[src/rtl/lsu_pkg.sv]
// ============================================================================
//  Module      : lsu_pkg
//  Description : Shared funct3 codes, FSM state type and request-decode helpers
//                for the load/store unit.
//  Revision    : 1.0 - initial release
// ============================================================================
`default_nettype none

package lsu_pkg;

    localparam logic [2:0] F3_B  = 3'b000;
    localparam logic [2:0] F3_H  = 3'b001;
    localparam logic [2:0] F3_W  = 3'b010;
    localparam logic [2:0] F3_BU = 3'b100;
    localparam logic [2:0] F3_HU = 3'b101;

    typedef enum logic [1:0] {
        ST_IDLE  = 2'd0,
        ST_READ  = 2'd1,
        ST_WRITE = 2'd2,
        ST_RESP  = 2'd3
    } lsu_state_t;

    // Unsigned widths exist only for loads.
    function automatic logic is_legal(input logic store, input logic [2:0] funct3);
        case (funct3)
            F3_B, F3_H, F3_W: is_legal = 1'b1;
            F3_BU, F3_HU:     is_legal = !store;
            default:          is_legal = 1'b0;
        endcase
    endfunction

    function automatic logic is_misaligned(input logic [2:0] funct3, input logic [1:0] addr_lo);
        case (funct3)
            F3_H, F3_HU: is_misaligned = addr_lo[0];
            F3_W:        is_misaligned = (addr_lo != 2'b00);
            default:     is_misaligned = 1'b0;
        endcase
    endfunction

endpackage

`default_nettype wire

[src/rtl/lsu_align.sv]
// ============================================================================
//  Module      : lsu_align
//  Description : Little-endian lane extract/extend for loads and lane merge for
//                sub-word stores. Purely combinational.
//  Revision    : 1.0 - initial release
// ============================================================================
`default_nettype none

module lsu_align
    import lsu_pkg::*;
(
    input  logic [31:0] word,
    input  logic [31:0] wdata,
    input  logic [2:0]  funct3,
    input  logic [1:0]  lane,
    output logic [31:0] load_data,
    output logic [31:0] store_word
);

    logic [7:0]  w_byte;
    logic [15:0] w_half;

    always_comb begin
        w_byte = word[{lane, 3'b000} +: 8];
        w_half = lane[1] ? word[31:16] : word[15:0];

        load_data = word;
        case (funct3)
            F3_B:    load_data = {{24{w_byte[7]}}, w_byte};
            F3_BU:   load_data = {24'd0, w_byte};
            F3_H:    load_data = {{16{w_half[15]}}, w_half};
            F3_HU:   load_data = {16'd0, w_half};
            default: load_data = word;
        endcase

        store_word = word;
        case (funct3[1:0])
            2'b00: store_word[{lane, 3'b000} +: 8] = wdata[7:0];
            2'b01: begin
                if (lane[1]) store_word[31:16] = wdata[15:0];
                else         store_word[15:0]  = wdata[15:0];
            end
            default: store_word = wdata;
        endcase
    end

endmodule

`default_nettype wire

[src/rtl/lsu_mem_ctrl.sv]
// ============================================================================
//  Module      : lsu_mem_ctrl
//  Description : MEM-stage load/store initiator for a word-only memory port;
//                sub-word stores are performed as read-modify-write.
//  Revision    : 1.0 - initial release
// ============================================================================
`default_nettype none

module lsu_mem_ctrl
    import lsu_pkg::*;
#(
    parameter int XLEN          = 32,
    parameter bit MISALIGN_TRAP = 1'b1
) (
    input  logic            clk,
    input  logic            rst,
    input  logic            req_valid,
    output logic            req_ready,
    input  logic            req_store,
    input  logic [2:0]      req_funct3,
    input  logic [XLEN-1:0] req_addr,
    input  logic [XLEN-1:0] req_wdata,
    output logic            resp_valid,
    input  logic            resp_ready,
    output logic [XLEN-1:0] resp_rdata,
    output logic            resp_err,
    output logic            busy,
    output logic            mem_w_en,
    output logic [XLEN-1:0] mem_addr,
    output logic [XLEN-1:0] mem_w_d,
    input  logic [XLEN-1:0] mem_r_d
);

    lsu_state_t      state_q, state_d;
    logic            store_q, store_d;
    logic [2:0]      funct3_q, funct3_d;
    logic [XLEN-1:0] addr_q, addr_d;
    logic [XLEN-1:0] wdata_q, wdata_d;
    logic [XLEN-1:0] rdata_q, rdata_d;
    logic            err_q, err_d;

    logic            w_req_err;
    logic [XLEN-1:0] w_req_addr;
    logic [XLEN-1:0] w_load_data;
    logic [XLEN-1:0] w_store_word;

    lsu_align u_align (
        .word       (mem_r_d),
        .wdata      (wdata_q),
        .funct3     (funct3_q),
        .lane       (addr_q[1:0]),
        .load_data  (w_load_data),
        .store_word (w_store_word)
    );

    // Natural alignment is forced unconditionally: with trapping enabled any
    // access it would alter has already been flagged as an error.
    always_comb begin
        w_req_err  = !is_legal(req_store, req_funct3) ||
                     (MISALIGN_TRAP && is_misaligned(req_funct3, req_addr[1:0]));
        w_req_addr = req_addr;
        case (req_funct3[1:0])
            2'b01:   w_req_addr[0]   = 1'b0;
            2'b10:   w_req_addr[1:0] = 2'b00;
            default: w_req_addr      = req_addr;
        endcase
    end

    always_comb begin
        state_d  = state_q;
        store_d  = store_q;
        funct3_d = funct3_q;
        addr_d   = addr_q;
        wdata_d  = wdata_q;
        rdata_d  = rdata_q;
        err_d    = err_q;
        case (state_q)
            ST_IDLE: begin
                if (req_valid) begin
                    store_d  = req_store;
                    funct3_d = req_funct3;
                    addr_d   = w_req_addr;
                    wdata_d  = req_wdata;
                    rdata_d  = '0;
                    err_d    = w_req_err;
                    if (w_req_err)
                        state_d = ST_RESP;
                    else if (req_store && (req_funct3 == F3_W))
                        state_d = ST_WRITE;
                    else
                        state_d = ST_READ;
                end
            end
            ST_READ: begin
                if (store_q) begin
                    wdata_d = w_store_word;
                    state_d = ST_WRITE;
                end else begin
                    rdata_d = w_load_data;
                    state_d = ST_RESP;
                end
            end
            ST_WRITE: state_d = ST_RESP;
            ST_RESP: begin
                if (resp_ready) state_d = ST_IDLE;
            end
            default: state_d = ST_IDLE;
        endcase
    end

    always_ff @(posedge clk or posedge rst) begin
        if (rst) begin
            state_q  <= ST_IDLE;
            store_q  <= 1'b0;
            funct3_q <= 3'b000;
            addr_q   <= '0;
            wdata_q  <= '0;
            rdata_q  <= '0;
            err_q    <= 1'b0;
        end else begin
            state_q  <= state_d;
            store_q  <= store_d;
            funct3_q <= funct3_d;
            addr_q   <= addr_d;
            wdata_q  <= wdata_d;
            rdata_q  <= rdata_d;
            err_q    <= err_d;
        end
    end

    // Every output is decoded from state_q so the async reset clears them at once.
    assign req_ready  = (state_q == ST_IDLE);
    assign busy       = (state_q != ST_IDLE);
    assign resp_valid = (state_q == ST_RESP);
    assign resp_rdata = (state_q == ST_RESP) ? rdata_q : '0;
    assign resp_err   = (state_q == ST_RESP) && err_q;
    assign mem_w_en   = (state_q == ST_WRITE);
    assign mem_addr   = ((state_q == ST_READ) || (state_q == ST_WRITE)) ?
                        {addr_q[XLEN-1:2], 2'b00} : '0;
    assign mem_w_d    = (state_q == ST_WRITE) ? wdata_q : '0;

endmodule

`default_nettype wire
[config.mk]
export PLATFORM = sky130hd
export DESIGN_NAME = lsu_mem_ctrl
export DESIGN_NICKNAME = d
export VERILOG_FILES = /design/src/rtl/lsu_pkg.sv /design/src/rtl/lsu_align.sv /design/src/rtl/lsu_mem_ctrl.sv
export SDC_FILE = /design/constraint.sdc
export NUM_CORES = 1
export LEC_CHECK = 0
export ABC_AREA = 0
export CORE_MARGIN = 4
export CORE_UTILIZATION = 50
export CTS_CLUSTER_SIZE = 30
export DETAILED_ROUTE_END_ITERATION = 16
export PLACE_DENSITY = 0.94
export SKIP_CTS_REPAIR_TIMING = 1
export SYNTH_ARGS = -nofsm -noshare
export SYNTH_HDL_FRONTEND = slang
export SYNTH_SLANG_ARGS = --single-unit
[constraint.sdc]
create_clock -name clk -period 9.9 [get_ports clk]
set_input_delay 2.475 -clock clk [delete_from_list [all_inputs] [get_ports clk]]
set_output_delay 2.475 -clock clk [all_outputs]
set_load 0.02 [all_outputs]
# Word-level counts from Yosys, hierarchy flattened
# Cells that the tools add are included.
# totals
regBits,103
out_inout_bits,101
# classes
reduce_logical,22
muxes,25
eq_ne,19
addsub,1
shifts,3
# ops
operator,count
32-bit two-way mux,7
32-bit one-hot mux with 2 select lines,3
32-bit one-hot mux with 4 select lines,1
16-bit two-way mux,3
32-bit bitwise mux,1
"8-bit by 7-bit variable shift with 32-bit output, first input constant",1
32-bit by 6-bit indexed part select with 8-bit output,1
8-bit by 7-bit indexed part select with 32-bit output,1
"3-bit == test, second input constant",4
2-bit two-way mux,4
2-bit one-hot mux with 4 select lines,1
5-bit negation with 7-bit output,1
"2-bit by 1-bit == test with 1-bit output, second input constant",3
"2-bit == test, second input constant",3
"3-bit by 1-bit == test with 1-bit output, second input constant",2
3-bit logical NOT,2
"2-bit != test, second input constant",3
2-bit nonzero test,3
2-bit OR reduction,3
5-bit AND reduction,1
2-bit logical NOT,2
1-bit one-hot mux with 2 select lines,2
2-bit AND reduction,2
4-bit AND reduction,1
10 further kinds,15

# Logic depth before layout (Yosys ltp)
# Gate-level depths: netlist of the first run.
# logic_depth
word_depth,8
ltp_mapped,8

# By module
# A second synthesis of the first run with hierarchy kept.
# hier_totals
cells_unflattened,679
hier_area_um2,6683.9
# by_module_without_submodules
mod,cells_per_inst,n_inst,seq_area_each_um2,area_per_inst_um2
lsu_mem_ctrl,439,1,2577.5,4937.2
lsu_align,240,1,0.0,1746.7

# Least setup slack after synthesis of the first run
# OpenSTA, ideal clock, no wires.
# synth_timing
path_type,flip-flop to output port
start,reg state_q[0]
end,out mem_w_d[0]
arrival_time_ps,1316
path_stages_with_launch,5
n_path_buf,1
slack_ps,6109
cell_sequence,dfrtp_1 -> inv_1 -> ha_1 -> clkbuf_1 -> and2_1
# synth_between
elab_chain_len,2
# synth_lines
item,line_no,text
"start, declared",lsu_mem_ctrl.sv:34,"lsu_state_t state_q, state_d;"
"start signal, assigned",lsu_mem_ctrl.sv:121,state_q <= state_d;
2-bit == test,n/a,
net mem_w_en,lsu_mem_ctrl.sv:28,"output logic mem_w_en,"
32-bit two-way mux,lsu_mem_ctrl.sv:140,assign mem_w_d = (state_q == ST_WRITE) ? wdata_q : '0;
"end, declared",lsu_mem_ctrl.sv:30,"output logic [XLEN-1:0] mem_w_d,"
# The timed path passes the listed nets, and every way through them passes these cells.

# Worst setup path in the final report of the first run
# layout_timing
start,reg state_q[0]
end,out mem_w_d[11]
# layout_between
elab_chain_len,2
# layout_lines
item,line_no
2-bit == test,lsu_mem_ctrl.sv:140
32-bit two-way mux,lsu_mem_ctrl.sv:140
# Every way passes these cells.

==> results of run 1 <==
[layer usage]
metal | track usage [%] | share of wire, % | vias up
met5 | 0 | 0 | -
met4 | 13.47 | 4.6 | 0
met3 | 7.882 | 12 | 69
met2 | 43.52 | 45 | 395
met1 | 34.30 | 38 | 2736
li1 | - | - | 2584
[worst max-delay path by stage]
| stage | startpoint | to | slack, ns |
|---|---|---|---|
| floorplan | rst | addr_q[0]$_DFFE_PP0P_ | 4.72 |
| global placement | req_valid | wdata_q[0]$_DFFE_PP0P_ | 4.95 |
| detailed placement | req_valid | wdata_q[4]$_DFFE_PP0P_ | 4.82 |
| CTS | state_q[1]$_DFFE_PP0P_ | mem_addr[11] | 4.90 |
| global route | state_q[0]$_DFFE_PP0P_ | mem_w_d[18] | 4.76 |
| finish | state_q[0]$_DFFE_PP0P_ | mem_w_d[11] | 4.92 |
[sequential cells by signal (all words and copies together), names as in the netlist]
name,cells
err_q,1
wdata_q,32
rdata_q,32
state_q,2
funct3_q,3
addr_q,32
store_q,1
[cell type report]
type | instances | area share [%]
Multi-Input combinational cell | 448 | 38.77
Sequential cell | 103 | 30.13
Timing Repair Buffer | 207 | 24.07
Clock buffer | 13 | 3.159
Tap cell | 168 | 2.457
Inverter | 21 | 0.9507
Clock inverter | 2 | 0.4534
[metrics by stage]
stage	util (%)	worst slack (ns)	area, um^2	hold WS (ns)
3_5_place_dp	68.30	4.816	8238	0.4716
6_report	70.92	4.922	8554	0.4874
5_1_grt	70.92	4.764	8554	0.5140
4_1_cts	70.86	4.902	8547	0.4901
2_1_floorplan	-	4.721	6183	0.4402
3_3_place_gp	68.30	4.951	8238	0.4670
[layout by cell type (no fill, tap or decap), types with 17 or more instances in the layout]
cell,instances
sky130_fd_sc_hd__a22oi_1,19
sky130_fd_sc_hd__dfrtp_1,103
sky130_fd_sc_hd__o21ai_0,19
sky130_fd_sc_hd__clkdlybuf4s50_1,202
sky130_fd_sc_hd__mux2_2,45
sky130_fd_sc_hd__nand2_1,29
sky130_fd_sc_hd__mux2i_1,25
sky130_fd_sc_hd__a21oi_1,42
sky130_fd_sc_hd__and2_1,95
sky130_fd_sc_hd__inv_1,19
sky130_fd_sc_hd__nor2_1,30
sky130_fd_sc_hd__a221o_1,17
[cell families (layout without fill, tap and decap cells)]
kind of cell	after synthesis	after routing	share of synthesized area, %
AOI/OAI and AO/OA	174	174	21.30
adders and majority gates	12	12	2.430
buffers and inverters	71	243	4.900
DFF	103	103	41.71
muxes	71	71	12.49
other	1	2	0.06068
and+or+nand+nor	189	189	17.11
[power by group]
group	internal (uW)	leakage (uW)	switching, uW
Sequential	628	0.00126	177
Combinational	809	0.00212	901
Clock	216	0.000152	158
Total	1650	0.00353	1240
[critical path, delay by kind of cell, from the launching register on]
family,cells,cell delay (ns)
adder cells (fa/ha/maj),1,0.76
buffers and inverters,2,0.73
flip-flops,1,0.41
AND/OR/NAND/NOR,1,0.25
[synth_stat cells (14+ instances only)]
cell / number / area [um^2]
sky130_fd_sc_hd__mux2i_1: 25 / 250.2
sky130_fd_sc_hd__inv_1: 20 / 75.07
sky130_fd_sc_hd__nor2_1: 30 / 112.6
sky130_fd_sc_hd__o21ai_0: 19 / 95.09
sky130_fd_sc_hd__mux2_2: 45 / 506.7
sky130_fd_sc_hd__a221o_2: 14 / 157.7
sky130_fd_sc_hd__a21oi_1: 43 / 215.2
sky130_fd_sc_hd__and2_1: 95 / 594.3
sky130_fd_sc_hd__clkbuf_1: 33 / 123.9
sky130_fd_sc_hd__dfrtp_1: 103 / 2577
sky130_fd_sc_hd__a22o_1: 14 / 122.6
sky130_fd_sc_hd__a221o_1: 17 / 170.2
sky130_fd_sc_hd__a22oi_1: 19 / 142.6
sky130_fd_sc_hd__a221oi_1: 14 / 122.6
sky130_fd_sc_hd__nand2_1: 29 / 108.9
==> metrics.txt, run 1 <==
# TYPE chip_impl_metric gauge
chip_impl_metric{name="critical_path_arrival",unit="ns"} 2.50
chip_impl_metric{name="synth_enable_flop_cells",unit=""} 0
chip_impl_metric{name="final_global_route_overflow_total",unit=""} 0
chip_impl_metric{name="grt_start_max_net_pins",unit=""} 73
chip_impl_metric{name="ios",unit=""} 205
chip_impl_metric{name="setup_viol_count_final",unit=""} 0
chip_impl_metric{name="antenna_found_initial",unit=""} 0
chip_impl_metric{name="maximum_clock_frequency",unit="MHz"} 200.9
chip_impl_metric{name="vias_per_std_cell",unit=""} 6.012
chip_impl_metric{name="fin_tns_setup",unit="ns"} 0
chip_impl_metric{name="synth_warnings",unit=""} 0
chip_impl_metric{name="drive_gt1_share",unit="%"} 10.83
chip_impl_info{name="hold_end",value="err_q$_DFFE_PP0P_"} 1
chip_impl_metric{name="wl_per_cell",unit="um"} 20.44
chip_impl_metric{name="drt_drc_violations_left",unit=""} 0
chip_impl_metric{name="clock_path_buffers",unit=""} 2
chip_impl_metric{name="whs_path_depth",unit=""} 2
chip_impl_metric{name="r2r_slack",unit="ns"} 6.90
chip_impl_metric{name="htreeDepth",unit=""} 3
chip_impl_metric{name="ff2ff_path_depth",unit=""} 6
chip_impl_metric{name="postRouteAntennaNets",unit=""} 0
chip_impl_metric{name="finalHoldViolations",unit=""} 0
chip_impl_info{name="hp-start",value="err_q$_DFFE_PP0P_"} 1
chip_impl_metric{name="area_of_the_die",unit="mm^2"} 0.01420
chip_impl_metric{name="ys_seq_area_share",unit="%"} 41.71
chip_impl_metric{name="asyncSetResetFlopFracSynth",unit="%"} 100.0
chip_impl_info{name="worst_path_max_delay_cell",value="sky130_fd_sc_hd__ha_1"} 1
chip_impl_metric{name="worst_skew_pair.late_latency",unit="ns"} 0.35
chip_impl_metric{name="clock_sinks",unit=""} 103
chip_impl_info{name="crit-reg2reg-launch",value="state_q[1]$_DFFE_PP0P_"} 1
chip_impl_metric{name="antenna_diode_count",unit=""} 0
chip_impl_metric{name="vias",unit=""} 5784
chip_impl_metric{name="fin_crit_sh",unit="%"} 50.28
chip_impl_metric{name="required_time_of_the_critical_path",unit="ns"} 7.43
chip_impl_info{name="crit_reg_reg_endpoint",value="wdata_q[2]$_DFFE_PP0P_"} 1
chip_impl_metric{name="power.density",unit="mW/mm^2"} 337.8
chip_impl_metric{name="multi_input_combinational_cell_area",unit="mm^2"} 0.003317
chip_impl_metric{name="dieWidth",unit="um"} 119.2
chip_impl_metric{name="static-leakage-power",unit="uW"} 0.003533
chip_impl_info{name="top_ff_cell_synth",value="sky130_fd_sc_hd__dfrtp_1"} 1
chip_impl_metric{name="gr_util_all_layers",unit="%"} 27.42
chip_impl_metric{name="critPathMaxStageDelay",unit="ns"} 0.76
chip_impl_metric{name="globalplace.congestion",unit=""} 0.8602
chip_impl_metric{name="maxSlewViolCount",unit=""} 0
chip_impl_metric{name="place_hpwl",unit="um"} 14430
chip_impl_metric{name="initial_core_utilization",unit="%"} 51.23
chip_impl_metric{name="fin_skew",unit="ns"} 0.01041
chip_impl_metric{name="portBuffers",unit=""} 202
chip_impl_metric{name="layoutNonFillerInstCount",unit=""} 962
chip_impl_metric{name="irDropWorstVdd",unit="mV"} 0.2039
chip_impl_info{name="setup.worst_path.class",value="reg -> out"} 1
chip_impl_metric{name="regArea",unit="mm^2"} 0.002577
chip_impl_info{name="tritoncts",value="yes"} 1
chip_impl_metric{name="synth.avg_cell_area",unit="um^2"} 9.951
chip_impl_metric{name="drt-total-wl",unit="um"} 19670
chip_impl_info{name="timing.critical_path.from_type",value="flip-flop"} 1
chip_impl_metric{name="syn_inst",unit=""} 621
chip_impl_info{name="rsz0062_at_grt",value="no"} 1
chip_impl_metric{name="coreArea",unit="mm^2"} 0.01206
chip_impl_metric{name="cts_buffers",unit=""} 9
chip_impl_metric{name="slew_headroom",unit="%"} 15.25
chip_impl_info{name="hold_path.class",value="reg -> reg"} 1
chip_impl_info{name="cell_chain_critical_path",value="inv_1 > ha_1 > and2_1 > clkdlybuf4s50_1"} 1
chip_impl_metric{name="layout.nets",unit=""} 906
chip_impl_metric{name="timing.critical_path.fanout_max",unit=""} 34
chip_impl_metric{name="first_global_vias",unit=""} 5849
chip_impl_metric{name="register_bit_total_from_synthesis",unit=""} 103
chip_impl_metric{name="timing.max_cap.violations",unit=""} 0
chip_impl_metric{name="synth.distinct_cells",unit=""} 51
chip_impl_metric{name="tightest_slew",unit="ns"} 1.266
chip_impl_metric{name="clkTransAtPathRegs",unit="ns"} 0.07
chip_impl_metric{name="grt_first_pass_wirelength",unit="um"} 31140
chip_impl_metric{name="firstDrtPassIters",unit=""} 5
chip_impl_metric{name="placement_rows",unit=""} 40
chip_impl_metric{name="total_instance_count_after_detailed_placement",unit=""} 947
chip_impl_info{name="run_status",value="completed"} 1
chip_impl_metric{name="drt_first_iter_violations",unit=""} 542
chip_impl_metric{name="chipHeight",unit="um"} 119.2
chip_impl_info{name="setup.worst_path.end_class",value="output port"} 1
chip_impl_metric{name="fill_cells",unit=""} 857
chip_impl_info{name="clock-root-buffer",value="sky130_fd_sc_hd__clkbuf_16"} 1
chip_impl_metric{name="mappedNetlistArea",unit="mm^2"} 0.006180
chip_impl_metric{name="finalPower",unit="uW"} 2889
chip_impl_metric{name="syn_to_final_growth",unit="%"} 38.43
chip_impl_metric{name="post-route-min-period",unit="ns"} 4.978
(Power assumes the default switching activity.)
==> run 2, diff against run 1 <==
--- a/config.mk
+++ b/config.mk
@@ -7,10 +7,10 @@
 export LEC_CHECK = 0
 export ABC_AREA = 0
 export CORE_MARGIN = 4
-export CORE_UTILIZATION = 50
+export CORE_UTILIZATION = 47
 export CTS_CLUSTER_SIZE = 30
 export DETAILED_ROUTE_END_ITERATION = 16
-export PLACE_DENSITY = 0.94
+export PLACE_DENSITY = 0.9
 export SKIP_CTS_REPAIR_TIMING = 1
 export SYNTH_ARGS = -nofsm -noshare
 export SYNTH_HDL_FRONTEND = slang
==> constraint.sdc (replaced) <==
create_clock -name clk -period 4.7 [get_ports clk]
set_input_delay 1.175 -clock clk [delete_from_list [all_inputs] [get_ports clk]]
set_output_delay 1.175 -clock clk [all_outputs]
set_load 0.02 [all_outputs]
==> run 2 against run 1 <==
Sequential share of layout area is essentially flat. Setup slack lost 4.0 ns. First-iteration DRC count grew 4.2%. Non-clock buffer count grew 2. Flip-flop and latch count is the same. Critical path type unchanged. Design area grew 0.10%. Via count shrank 0.92%. Cell count grew 0.73%. Routed wire length grew 2.1%. Clock skew grew 0.00072 ns. Power grew 110%. Die area grew 6.0%.
==> metrics.txt, run 2 (same netlist as run 1, synthesis figures left out) <==
# TYPE chip_impl_metric gauge
chip_impl_info{name="reg_top3",value="addr_q: 32 flops, rdata_q: 32 flops, wdata_q: 32 flops"} 1
chip_impl_metric{name="drive_gt1_share",unit="%"} 11.42
chip_impl_metric{name="postRouteAntennaNets",unit=""} 0
chip_impl_metric{name="fin_skew",unit="ns"} 0.01113
chip_impl_info{name="timing.critical_path.from_type",value="flip-flop"} 1
chip_impl_metric{name="portBuffers",unit=""} 202
chip_impl_metric{name="power.switching_fraction",unit="%"} 43.04
chip_impl_metric{name="maximum_clock_frequency",unit="MHz"} 268.2
chip_impl_metric{name="chipHeight",unit="um"} 122.7
chip_impl_metric{name="worst_skew_pair.late_latency",unit="ns"} 0.35
chip_impl_metric{name="irDropWorstVdd",unit="mV"} 0.4382
chip_impl_metric{name="globalplace.congestion",unit=""} 0.9370
chip_impl_metric{name="place_hpwl",unit="um"} 15030
chip_impl_metric{name="fill_cells",unit=""} 990
chip_impl_metric{name="grt_start_max_net_pins",unit=""} 70
chip_impl_metric{name="dieWidth",unit="um"} 122.7
chip_impl_metric{name="layout.nets",unit=""} 908
chip_impl_metric{name="timing.critical_path.fanout_max",unit=""} 34
chip_impl_metric{name="drt-total-wl",unit="um"} 20080
chip_impl_metric{name="maxSlewViolCount",unit=""} 0
chip_impl_metric{name="power.density",unit="mW/mm^2"} 708.9
chip_impl_metric{name="vias_per_std_cell",unit=""} 5.914
chip_impl_metric{name="cp.buffers_inverters",unit=""} 2
chip_impl_metric{name="firstDrtPassIters",unit=""} 6
chip_impl_metric{name="first_global_vias",unit=""} 5830
chip_impl_metric{name="critical_path_arrival",unit="ns"} 2.55
chip_impl_metric{name="antenna_found_initial",unit=""} 0
chip_impl_info{name="tritoncts",value="yes"} 1
chip_impl_metric{name="drt_drc_violations_left",unit=""} 0
chip_impl_info{name="clock-root-buffer",value="sky130_fd_sc_hd__clkbuf_16"} 1
chip_impl_metric{name="antenna_diode_count",unit=""} 0
chip_impl_info{name="worst_path_max_delay_cell",value="sky130_fd_sc_hd__ha_1"} 1
chip_impl_info{name="run_status",value="completed"} 1
chip_impl_metric{name="tightest_slew",unit="ns"} 1.307
chip_impl_metric{name="final_global_route_overflow_total",unit=""} 0
chip_impl_metric{name="initial_core_utilization",unit="%"} 48.57
chip_impl_metric{name="static-leakage-power",unit="uW"} 0.003535
chip_impl_metric{name="vias",unit=""} 5731
chip_impl_metric{name="syn_to_final_growth",unit="%"} 38.57
chip_impl_metric{name="net_switching",unit="uW"} 2613
chip_impl_metric{name="slew_headroom",unit="%"} 12.44
chip_impl_metric{name="placement_rows",unit=""} 41
chip_impl_metric{name="clkTransAtPathRegs",unit="ns"} 0.07
chip_impl_info{name="worst_path_dominant_cell_family",value="adder cells"} 1
chip_impl_metric{name="drt_first_iter_violations",unit=""} 565
chip_impl_info{name="cell_chain_critical_path",value="inv_1 > ha_1 > and2_1 > clkdlybuf4s50_1"} 1
chip_impl_metric{name="fin_tns_setup",unit="ns"} 0
chip_impl_metric{name="seq_power_share",unit="%"} 27.9
chip_impl_metric{name="p_int",unit="uW"} 3457
chip_impl_metric{name="clock_sinks",unit=""} 103
chip_impl_info{name="hold_path.class",value="reg -> reg"} 1
chip_impl_metric{name="required_time_of_the_critical_path",unit="ns"} 3.52
chip_impl_metric{name="post-route-min-period",unit="ns"} 3.729
chip_impl_metric{name="gr_util_all_layers",unit="%"} 26.88
chip_impl_metric{name="fin_crit_sh",unit="%"} 79.34
chip_impl_metric{name="cts_buffers",unit=""} 9
chip_impl_metric{name="share_comb_of_total_power",unit="%"} 59.6
chip_impl_metric{name="htreeDepth",unit=""} 3
chip_impl_metric{name="grt_first_pass_wirelength",unit="um"} 31310
chip_impl_info{name="setup.worst_path.class",value="reg -> out"} 1
chip_impl_info{name="mostFrequentLayoutCell",value="sky130_fd_sc_hd__clkdlybuf4s50_1"} 1
chip_impl_metric{name="clockPowerShare",unit="%"} 12.5
chip_impl_metric{name="timing.max_cap.violations",unit=""} 0
chip_impl_info{name="setup.worst_path.end_class",value="output port"} 1
chip_impl_metric{name="finalHoldViolations",unit=""} 0
chip_impl_metric{name="coreArea",unit="mm^2"} 0.01272
chip_impl_info{name="rsz0062_at_grt",value="no"} 1
chip_impl_metric{name="final.hold.worst_slack",unit="ns"} 0.4866
chip_impl_metric{name="area_of_the_die",unit="mm^2"} 0.01505
chip_impl_metric{name="clock_path_buffers",unit=""} 2
chip_impl_metric{name="wl_per_cell",unit="um"} 20.72
chip_impl_metric{name="ios",unit=""} 205
chip_impl_info{name="layout_common_cells",value="sky130_fd_sc_hd__clkdlybuf4s50_1, sky130_fd_sc_hd__dfrtp_1, sky130_fd_sc_hd__and2_1"} 1
chip_impl_metric{name="setup_viol_count_final",unit=""} 0
chip_impl_metric{name="critPathMaxStageDelay",unit="ns"} 0.78
-- run 2: layout make-up --
cell class                      instances  area, um^2  area share (%)
Timing Repair Buffer                  209        2074           24.23
Clock inverter                          6       60.06          0.7013
Clock buffer                           10       239.0           2.791
Inverter                               21       81.33          0.9497
Sequential cell                       103        2577           30.10
Multi-Input combinational cell        448        3316           38.72
Tap cell                              172       215.2           2.513
-- run 2: path summary, 6_finish.rpt --
kind / start / slack, ns / cells past startpoint / end
max in group asynchronous: rst / 2.54 / 3 / addr_q[26]$_DFFE_PP0P_
setup reg to reg: state_q[1]$_DFFE_PP0P_ / 2.04 / 6 / rdata_q[20]$_DFFE_PP0P_
hold reg to reg: rdata_q[10]$_DFFE_PP0P_ / 0.49 / 1 / rdata_q[10]$_DFFE_PP0P_
min in group asynchronous: rst / 1.37 / 2 / wdata_q[14]$_DFFE_PP0P_
setup / recovery: state_q[0]$_DFFE_PP0P_ / 0.97 / 4 / mem_w_d[31]
hold / removal: rdata_q[10]$_DFFE_PP0P_ / 0.49 / 1 / rdata_q[10]$_DFFE_PP0P_
-- run 2: per-stage QoR --
stage / total power [uW] / cell area (um^2) / cells / setup WS, ns / util, %
detailed placement: 5292 / 8258 / 953 / 1.335 / 64.91
floorplan: 3958 / 6183 / 622 / 0.8212 / -
global route: 6480 / 8563 / 969 / 0.7980 / 67.31
CTS: 6075 / 8557 / 969 / 0.9523 / 67.26
global placement: 5156 / 8258 / 953 / 1.416 / 64.91
finish: 6070 / 8563 / 969 / 0.9709 / 67.31
-- run 2: metal layers --
metal  vias to the layer above  global-route usage, %  wire, um
li1                       2598                      -         -
met1                      2735                  33.21      7808
met3                        63                  7.419      2033
met2                       335                  42.54      9225
met4                         0                  14.84      1013
met5                         -                      0         0
-- run 2: power groups by stage --
stage | clock network [uW] | registers (uW) | logic [uW]
2_1_floorplan | 0 | 1510 | 2440
3_3_place_gp | 0 | 1660 | 3490
3_5_place_dp | 0 | 1690 | 3600
4_1_cts | 770 | 1680 | 3620
5_1_grt | 808 | 1740 | 3930
6_report | 756 | 1690 | 3620
